File: src/rtl/proc_pkg.sv
// Shared types and instruction-field helpers for param_proc_core.
// Field offsets are given from bit 0 of a DATA_W-wide instruction word.
package proc_pkg;

   localparam int unsigned OPC_W = 4;

   typedef enum logic [3:0] {
      OP_LOAD  = 4'd0,
      OP_MOV   = 4'd1,
      OP_ADD   = 4'd2,
      OP_SUB   = 4'd3,
      OP_AND   = 4'd4,
      OP_OR    = 4'd5,
      OP_XOR   = 4'd6,
      OP_INV   = 4'd7,
      OP_SHL   = 4'd8,
      OP_SHR   = 4'd9,
      OP_NOP10 = 4'd10,
      OP_NOP11 = 4'd11,
      OP_NOP12 = 4'd12,
      OP_NOP13 = 4'd13,
      OP_NOP14 = 4'd14,
      OP_NOP15 = 4'd15
   } opcode_e;

   typedef enum logic [1:0] {
      T0 = 2'd0,
      T1 = 2'd1,
      T2 = 2'd2,
      T3 = 2'd3
   } state_e;

   function automatic int unsigned opc_lsb(input int unsigned data_w);
      return data_w - OPC_W;
   endfunction

   function automatic int unsigned rx_lsb(input int unsigned data_w, input int unsigned rw);
      return data_w - OPC_W - rw;
   endfunction

   function automatic int unsigned ry_lsb(input int unsigned data_w, input int unsigned rw);
      return data_w - OPC_W - 2 * rw;
   endfunction

endpackage

File: src/rtl/param_proc_core_if.sv
// Instruction handshake, debug peek and status signals of param_proc_core.
// master = instruction source / observer, slave = the core.
interface param_proc_core_if #(
   parameter int unsigned DATA_W = 10,
   parameter int unsigned RW     = 2
);
   logic              instr_valid;
   logic              instr_ready;
   logic [DATA_W-1:0] data_in;
   logic [RW-1:0]     peek_addr;
   logic [DATA_W-1:0] peek_data;
   logic [DATA_W-1:0] bus_out;
   logic [1:0]        step;
   logic              done;
   logic              carry;
   logic              zero;

   modport master (
      output instr_valid, data_in, peek_addr,
      input  instr_ready, peek_data, bus_out, step, done, carry, zero
   );

   modport slave (
      input  instr_valid, data_in, peek_addr,
      output instr_ready, peek_data, bus_out, step, done, carry, zero
   );
endinterface

File: src/rtl/proc_regfile.sv
// NREGS x DATA_W register file: one write port, two read ports and a debug
// peek port, all reads combinational from the stored state; synchronous clear.
module proc_regfile #(
   parameter int unsigned DATA_W = 10,
   parameter int unsigned NREGS  = 4,
   parameter int unsigned RW     = $clog2(NREGS)
) (
   input  logic              clk,
   input  logic              clr,
   input  logic              we,
   input  logic [RW-1:0]     waddr,
   input  logic [DATA_W-1:0] wdata,
   input  logic [RW-1:0]     raddr_a,
   output logic [DATA_W-1:0] rdata_a,
   input  logic [RW-1:0]     raddr_b,
   output logic [DATA_W-1:0] rdata_b,
   input  logic [RW-1:0]     peek_addr,
   output logic [DATA_W-1:0] peek_data
);

   logic [DATA_W-1:0] regs_q [NREGS];
   logic [DATA_W-1:0] regs_d [NREGS];

   always_comb begin
      regs_d = regs_q;
      if (we) begin
         regs_d[waddr] = wdata;
      end
   end

   always_ff @(posedge clk) begin
      if (clr) begin
         for (int unsigned i = 0; i < NREGS; i++) begin
            regs_q[i] <= '0;
         end
      end else begin
         regs_q <= regs_d;
      end
   end

   assign rdata_a   = regs_q[raddr_a];
   assign rdata_b   = regs_q[raddr_b];
   assign peek_data = regs_q[peek_addr];

endmodule

File: src/rtl/param_proc_core.sv
// Multi-cycle register processor: fetch in T0, single-cycle ops finish in T1,
// ALU ops run A <- rx (T1), G <- A op ry (T2), rx <- G (T3).
module param_proc_core
   import proc_pkg::*;
#(
   parameter int unsigned DATA_W = 10,
   parameter int unsigned NREGS  = 4
) (
   input  logic           CLK,
   input  logic           CLR,
   param_proc_core_if.slave io
);

   localparam int unsigned RW        = $clog2(NREGS);
   localparam int unsigned IR_W      = OPC_W + 2 * RW;
   localparam int unsigned FIELD_LSB = ry_lsb(DATA_W, RW);
   localparam int unsigned IR_OPC    = opc_lsb(DATA_W) - FIELD_LSB;
   localparam int unsigned IR_RX     = rx_lsb(DATA_W, RW) - FIELD_LSB;

   if (DATA_W < 8 || DATA_W > 32) begin : g_bad_data_w
      $error("param_proc_core: DATA_W must be within 8..32");
   end
   if (NREGS < 2 || NREGS > 16 || (NREGS & (NREGS - 1)) != 0) begin : g_bad_nregs
      $error("param_proc_core: NREGS must be a power of two within 2..16");
   end
   if (DATA_W < 4 + 2 * RW) begin : g_bad_fields
      $error("param_proc_core: DATA_W too narrow for opcode and register fields");
   end

   state_e            state_q, state_d;
   // Only opcode/rx/ry are kept; the ignored low instruction bits are never stored.
   logic [IR_W-1:0]   ir_q, ir_d;
   logic [DATA_W-1:0] a_q, a_d;
   logic [DATA_W-1:0] g_q, g_d;
   logic [DATA_W-1:0] bus_q, bus_d;
   logic              carry_q, carry_d;
   logic              zero_q, zero_d;

   opcode_e           opc;
   logic [RW-1:0]     rx, ry;
   logic [DATA_W-1:0] rd_x, rd_y;
   logic              we;
   logic [DATA_W-1:0] wdata;
   logic              done;
   logic [DATA_W:0]   sum, diff;

   assign opc = opcode_e'(ir_q[IR_OPC +: OPC_W]);
   assign rx  = ir_q[IR_RX +: RW];
   assign ry  = ir_q[0 +: RW];

   // Top bit of diff is the borrow out of rx - ry.
   assign sum  = {1'b0, a_q} + {1'b0, rd_y};
   assign diff = {1'b0, a_q} - {1'b0, rd_y};

   proc_regfile #(
      .DATA_W (DATA_W),
      .NREGS  (NREGS),
      .RW     (RW)
   ) u_regfile (
      .clk       (CLK),
      .clr       (CLR),
      .we        (we),
      .waddr     (rx),
      .wdata     (wdata),
      .raddr_a   (rx),
      .rdata_a   (rd_x),
      .raddr_b   (ry),
      .rdata_b   (rd_y),
      .peek_addr (io.peek_addr),
      .peek_data (io.peek_data)
   );

   always_comb begin
      state_d = state_q;
      ir_d    = ir_q;
      a_d     = a_q;
      g_d     = g_q;
      bus_d   = bus_q;
      carry_d = carry_q;
      zero_d  = zero_q;
      we      = 1'b0;
      wdata   = '0;
      done    = 1'b0;

      case (state_q)
         T0: begin
            if (io.instr_valid) begin
               ir_d    = io.data_in[FIELD_LSB +: IR_W];
               state_d = T1;
            end
         end
         T1: begin
            state_d = T0;
            done    = 1'b1;
            we      = 1'b1;
            case (opc)
               OP_LOAD: wdata = io.data_in;
               OP_MOV:  wdata = rd_y;
               OP_INV:  wdata = ~rd_y;
               OP_SHL:  wdata = rd_x << 1;
               OP_SHR:  wdata = rd_x >> 1;
               OP_ADD, OP_SUB, OP_AND, OP_OR, OP_XOR: begin
                  a_d     = rd_x;
                  state_d = T2;
                  done    = 1'b0;
                  we      = 1'b0;
               end
               default: we = 1'b0;
            endcase
            if (we) begin
               bus_d = wdata;
            end
         end
         T2: begin
            state_d = T3;
            case (opc)
               OP_ADD: begin
                  g_d     = sum[DATA_W-1:0];
                  carry_d = sum[DATA_W];
                  zero_d  = (sum[DATA_W-1:0] == '0);
               end
               OP_SUB: begin
                  g_d     = diff[DATA_W-1:0];
                  carry_d = ~diff[DATA_W];
                  zero_d  = (diff[DATA_W-1:0] == '0);
               end
               OP_AND:  g_d = a_q & rd_y;
               OP_OR:   g_d = a_q | rd_y;
               OP_XOR:  g_d = a_q ^ rd_y;
               default: g_d = g_q;
            endcase
         end
         T3: begin
            state_d = T0;
            we      = 1'b1;
            wdata   = g_q;
            bus_d   = g_q;
            done    = 1'b1;
         end
         default: state_d = T0;
      endcase
   end

   always_ff @(posedge CLK) begin
      if (CLR) begin
         state_q <= T0;
         ir_q    <= '0;
         a_q     <= '0;
         g_q     <= '0;
         bus_q   <= '0;
         carry_q <= 1'b0;
         zero_q  <= 1'b0;
      end else begin
         state_q <= state_d;
         ir_q    <= ir_d;
         a_q     <= a_d;
         g_q     <= g_d;
         bus_q   <= bus_d;
         carry_q <= carry_d;
         zero_q  <= zero_d;
      end
   end

   assign io.instr_ready = (state_q == T0);
   assign io.step        = state_q;
   assign io.done        = done;
   assign io.bus_out     = bus_q;
   assign io.carry       = carry_q;
   assign io.zero        = zero_q;

endmodule

File: src/flat_wrapper.sv
// flat-port wrapper written by rule: the top's interface ports become plain ports
module param_proc_core_flat import proc_pkg::*;
#(
   parameter int unsigned DATA_W = 10,
   parameter int unsigned NREGS  = 4
)
  (CLK, CLR, io_instr_valid, io_data_in, io_peek_addr, io_instr_ready, io_peek_data, io_bus_out, io_step, io_done, io_carry, io_zero);
  param_proc_core_if #(.DATA_W(DATA_W), .RW(2)) io_i ();
  input  logic CLK;
  input  logic CLR;
  input wire logic [$bits(io_i.instr_valid)-1:0] io_instr_valid;
  input wire logic [$bits(io_i.data_in)-1:0] io_data_in;
  input wire logic [$bits(io_i.peek_addr)-1:0] io_peek_addr;
  output wire logic [$bits(io_i.instr_ready)-1:0] io_instr_ready;
  output wire logic [$bits(io_i.peek_data)-1:0] io_peek_data;
  output wire logic [$bits(io_i.bus_out)-1:0] io_bus_out;
  output wire logic [$bits(io_i.step)-1:0] io_step;
  output wire logic [$bits(io_i.done)-1:0] io_done;
  output wire logic [$bits(io_i.carry)-1:0] io_carry;
  output wire logic [$bits(io_i.zero)-1:0] io_zero;
  assign io_i.instr_valid = io_instr_valid;
  assign io_i.data_in = io_data_in;
  assign io_i.peek_addr = io_peek_addr;
  assign io_instr_ready = io_i.instr_ready;
  assign io_peek_data = io_i.peek_data;
  assign io_bus_out = io_i.bus_out;
  assign io_step = io_i.step;
  assign io_done = io_i.done;
  assign io_carry = io_i.carry;
  assign io_zero = io_i.zero;
  param_proc_core #(.DATA_W(DATA_W), .NREGS(NREGS)) u_core (.CLK(CLK), .CLR(CLR), .io(io_i));
endmodule
File: config.mk
export PLATFORM = sky130hd
export DESIGN_NAME = param_proc_core_flat
export DESIGN_NICKNAME = d
export VERILOG_FILES = /design/src/rtl/proc_pkg.sv /design/src/rtl/param_proc_core_if.sv /design/src/rtl/proc_regfile.sv /design/src/rtl/param_proc_core.sv /design/src/flat_wrapper.sv
export SDC_FILE = /design/constraint.sdc
export NUM_CORES = 1
export LEC_CHECK = 0
export CORE_ASPECT_RATIO = 0.75
export CORE_MARGIN = 4
export CORE_UTILIZATION = 30
export DETAILED_ROUTE_END_ITERATION = 8
export PLACE_DENSITY = 0.46
export SLEW_MARGIN = 20
export SYNTH_ARGS = -nofsm -noshare
export SYNTH_HDL_FRONTEND = slang
export SYNTH_HIERARCHICAL = 1
export SYNTH_SLANG_ARGS = --single-unit
File: constraint.sdc
create_clock -name CLK -period 7.9 [get_ports CLK]
set_input_delay 2.37 -clock CLK [delete_from_list [all_inputs] [get_ports CLK]]
set_output_delay 2.37 -clock CLK [all_outputs]
set_load 0.05 [all_outputs]
==> metrics <==
switching share of power 29.1%; total nets after synthesis 702; Detailed Route Iter0 Violations 390; Combinational Power Share 15.9%; GR peak layer met1; TritonRoute pass-1 iters 6; final setup skew 0.00939 ns; Final Max Tran Viols 0; synth-to-layout area growth 13.8%; Crit Path Class in2out; gate count of the mapped netlist 655; setup tns final 0 ns; global-route wire length before repair 27700 µm; number of primary I/O pins 41; core region area 19400 µm²; cell-internal power 0.747 mW; number of distinct library cells after synthesis 61; Async S/R FF share, synth 0%; crit path capture type primary output; RD Place Congestion 0.806; worst path setup slack after routing 0.910 ns; Crit Path Max Fanout 10; transition at the pin with the smallest max-transition slack 1.05 ns; Global Route met2 Usage 23.4%; initial cell density of the core 30.5%; grt ovf 0; nets@finish 709; number of max-capacitance violations reported 0; FF+latch count, synth 82; worst vdd ir 120 µV; Critical Path Start Type input port; vias in the first global route 4791; depth of the CTS H-tree 3; final HPWL from detailed placement 13300 µm; M3 GR Usage 3.29%; routed length per placed instance 19.1 µm; post-layout utilization of the core 34.7%; RSZ-0062 raised after global routing false; top library cells by usage in the layout, fill and taps aside 82 x sky130_fd_sc_hd__dfxtp_1, 70 x sky130_fd_sc_hd__mux2i_1, 65 x sky130_fd_sc_hd__nand2b_1; period utilisation layout 88.5%; DIE AREA 22100 µm²; die span in y 130 µm; post-placement cell count 904; post-synthesis area per instance 9.03 µm²; DIE WIDTH 170 µm; Via Count 4896; Final Non-Filler Cells 920; ant diodes 0; hold buffer count at cts 0; reported net switching power 0.307 mW; quantity of gates resized following cts 0; share of the yosys chip area belonging to registers 27.7%; count of endpoints failing setup in the final report 0; clock buffer count from CTS 9; fraction of power consumed by sequential logic 42.1%; post-route ant nets 0; CTS clock-pin slew for the worst setup and hold paths 0.07 ns; Yosys warning total 6; routed via count divided by cell count 5.32; DRC viols 0; run status finished clean; cell area after synthesis 5920 µm²; clock root buffer master sky130_fd_sc_hd__clkbuf_16; proportion of layout cells with a drive suffix above 1 9.15%; Post-synth EDFFs 0; setup repair bufs after CTS 0; Hold Path Class reg2reg; All-Layer GR Usage 16.1%; Worst Setup Slack post-DPL 0.866 ns; Port Buffer Count 40; Max Clock Freq 0.143 GHz; Primary FF master, synth sky130_fd_sc_hd__dfxtp_1; CTS Sinks 82; largest net degree at the start of global routing 63; fin crit period 6.99 ns; most common cell after layout, fill and taps aside sky130_fd_sc_hd__dfxtp_1; number of standard-cell rows in the floorplan 44; DRT Wirelength 17600 µm; met1 layer usage reported by global route 24.6%; clock share of power 41.9%; TritonCTS clock tree yes; total count of hold-check failures in the final report 0; buffer levels on the longest clock path 2; Slew Limit Headroom 29.6%; worst path required time 5.53 ns; Clk Latency, worst-skew pair 0.34 ns; PwrDens 157 nW/µm²; initial antenna violation count 0; arrival time reported for the critical path endpoint 4.62 ns; leakage power figure 2.52 nW
## flip-flops by register name (all words and copies together), names as in the netlist, named ones only
signal and cells:
u_core/io.step 1, u_core/ir_q 8, u_core/io.bus_out 10, u_core/a_q 10, u_core/io.zero 1, u_core/io.carry 1
u_core/u_regfile/regs_q 40, u_core/g_q 10
## worst paths after layout
path | startpoint | to | slack, ns | cells past startpoint
setup / recovery | io_peek_addr[1] | io_peek_data[2] | 0.91 | 3
hold reg to reg | u_core/io.bus_out[4]$_SDFFE_PP0P_ | u_core/io.bus_out[4]$_SDFFE_PP0P_ | 0.46 | 2
hold / removal | u_core/io.bus_out[4]$_SDFFE_PP0P_ | u_core/io.bus_out[4]$_SDFFE_PP0P_ | 0.46 | 2
setup reg to reg | u_core/ir_q[1]$_SDFFE_PP0P_ | u_core/io.zero$_SDFFE_PP0P_ | 3.87 | 10
## final cells by class
type / instances / area (µm²)
clock buffer: 10 / 239
inverter: 38 / 143
timing repair buffer: 45 / 433
multi-input combinational: 486 / 3890
tap: 253 / 317
sequential: 82 / 1640
clock inverter: 6 / 72.6
fill: 1984 / 12600
## Yosys cell counts (3+ instances only)
master	number	share of area, %
sky130_fd_sc_hd__or3_1	3	0.32
sky130_fd_sc_hd__o21bai_1	4	0.51
sky130_fd_sc_hd__a22oi_1	13	1.6
sky130_fd_sc_hd__buf_2	10	0.85
sky130_fd_sc_hd__nand2b_1	65	6.9
sky130_fd_sc_hd__ha_1	30	6.3
sky130_fd_sc_hd__o22ai_1	18	1.9
sky130_fd_sc_hd__mux2i_1	70	12
sky130_fd_sc_hd__nor2_1	36	2.3
sky130_fd_sc_hd__o211ai_1	11	1.4
sky130_fd_sc_hd__xnor2_1	9	1.3
sky130_fd_sc_hd__xor2_1	5	0.74
sky130_fd_sc_hd__o21ai_0	13	1.1
sky130_fd_sc_hd__nand2_1	60	3.8
sky130_fd_sc_hd__o21ai_1	3	0.25
sky130_fd_sc_hd__dfxtp_1	82	28
sky130_fd_sc_hd__a21oi_1	26	2.2
sky130_fd_sc_hd__or4_1	6	0.76
sky130_fd_sc_hd__buf_4	6	0.76
sky130_fd_sc_hd__a311oi_1	4	0.59
sky130_fd_sc_hd__nand3_1	6	0.51
sky130_fd_sc_hd__clkbuf_1	29	1.8
sky130_fd_sc_hd__nor2b_1	6	0.63
sky130_fd_sc_hd__inv_1	38	2.4
sky130_fd_sc_hd__mux4_2	30	11
sky130_fd_sc_hd__a221oi_1	4	0.59
sky130_fd_sc_hd__nand3b_1	4	0.51
sky130_fd_sc_hd__nor3_1	17	1.4
sky130_fd_sc_hd__a211oi_1	5	0.63
sky130_fd_sc_hd__and2_1	3	0.32
## worst max-delay path: stages
cell,delay (ns)
sky130_fd_sc_hd__clkdlybuf4s50_1,0.91
sky130_fd_sc_hd__mux4_2,0.61
sky130_fd_sc_hd__clkdlybuf4s50_1,0.72
## power groups by stage
stage,Combinational [mW],Clock (mW),Sequential [mW]
after global routing,0.180,0.465,0.447
after floorplan,0.114,0,0.453
final,0.168,0.442,0.444
after CTS,0.167,0.449,0.445
after detailed placement,0.167,0,0.454
after global placement,0.165,0,0.453
## through the flow
stage                     hold WS, ns  cell area [µm²]  power (mW)
final                           0.455             6730        1.05
after CTS                       0.456             6730        1.06
after global routing            0.475             6730        1.09
after global placement          0.443             6420       0.619
after detailed placement        0.447             6420       0.621
after floorplan                 0.433             5920       0.567
## cells by family (layout without fill, tap and decap cells)
kind of cell	count (synthesis)	after routing	share of synthesized area (%)
mux	100	100	23.3
flops	82	82	27.7
simple gates	221	221	19.4
buf+inv	87	99	6.56
fa+ha+maj	32	32	7.02
compound gates	119	119	13.9
xor+xnor	14	14	2.07
## metal layers
layer / vias to the layer above / wire [µm]
met5: - / 76
met4: 2 / 128
met3: 15 / 1020
met2: 146 / 7360
met1: 2389 / 8990
li1: 2344 / -
Note: power is estimated with default switching activity, not from simulation.
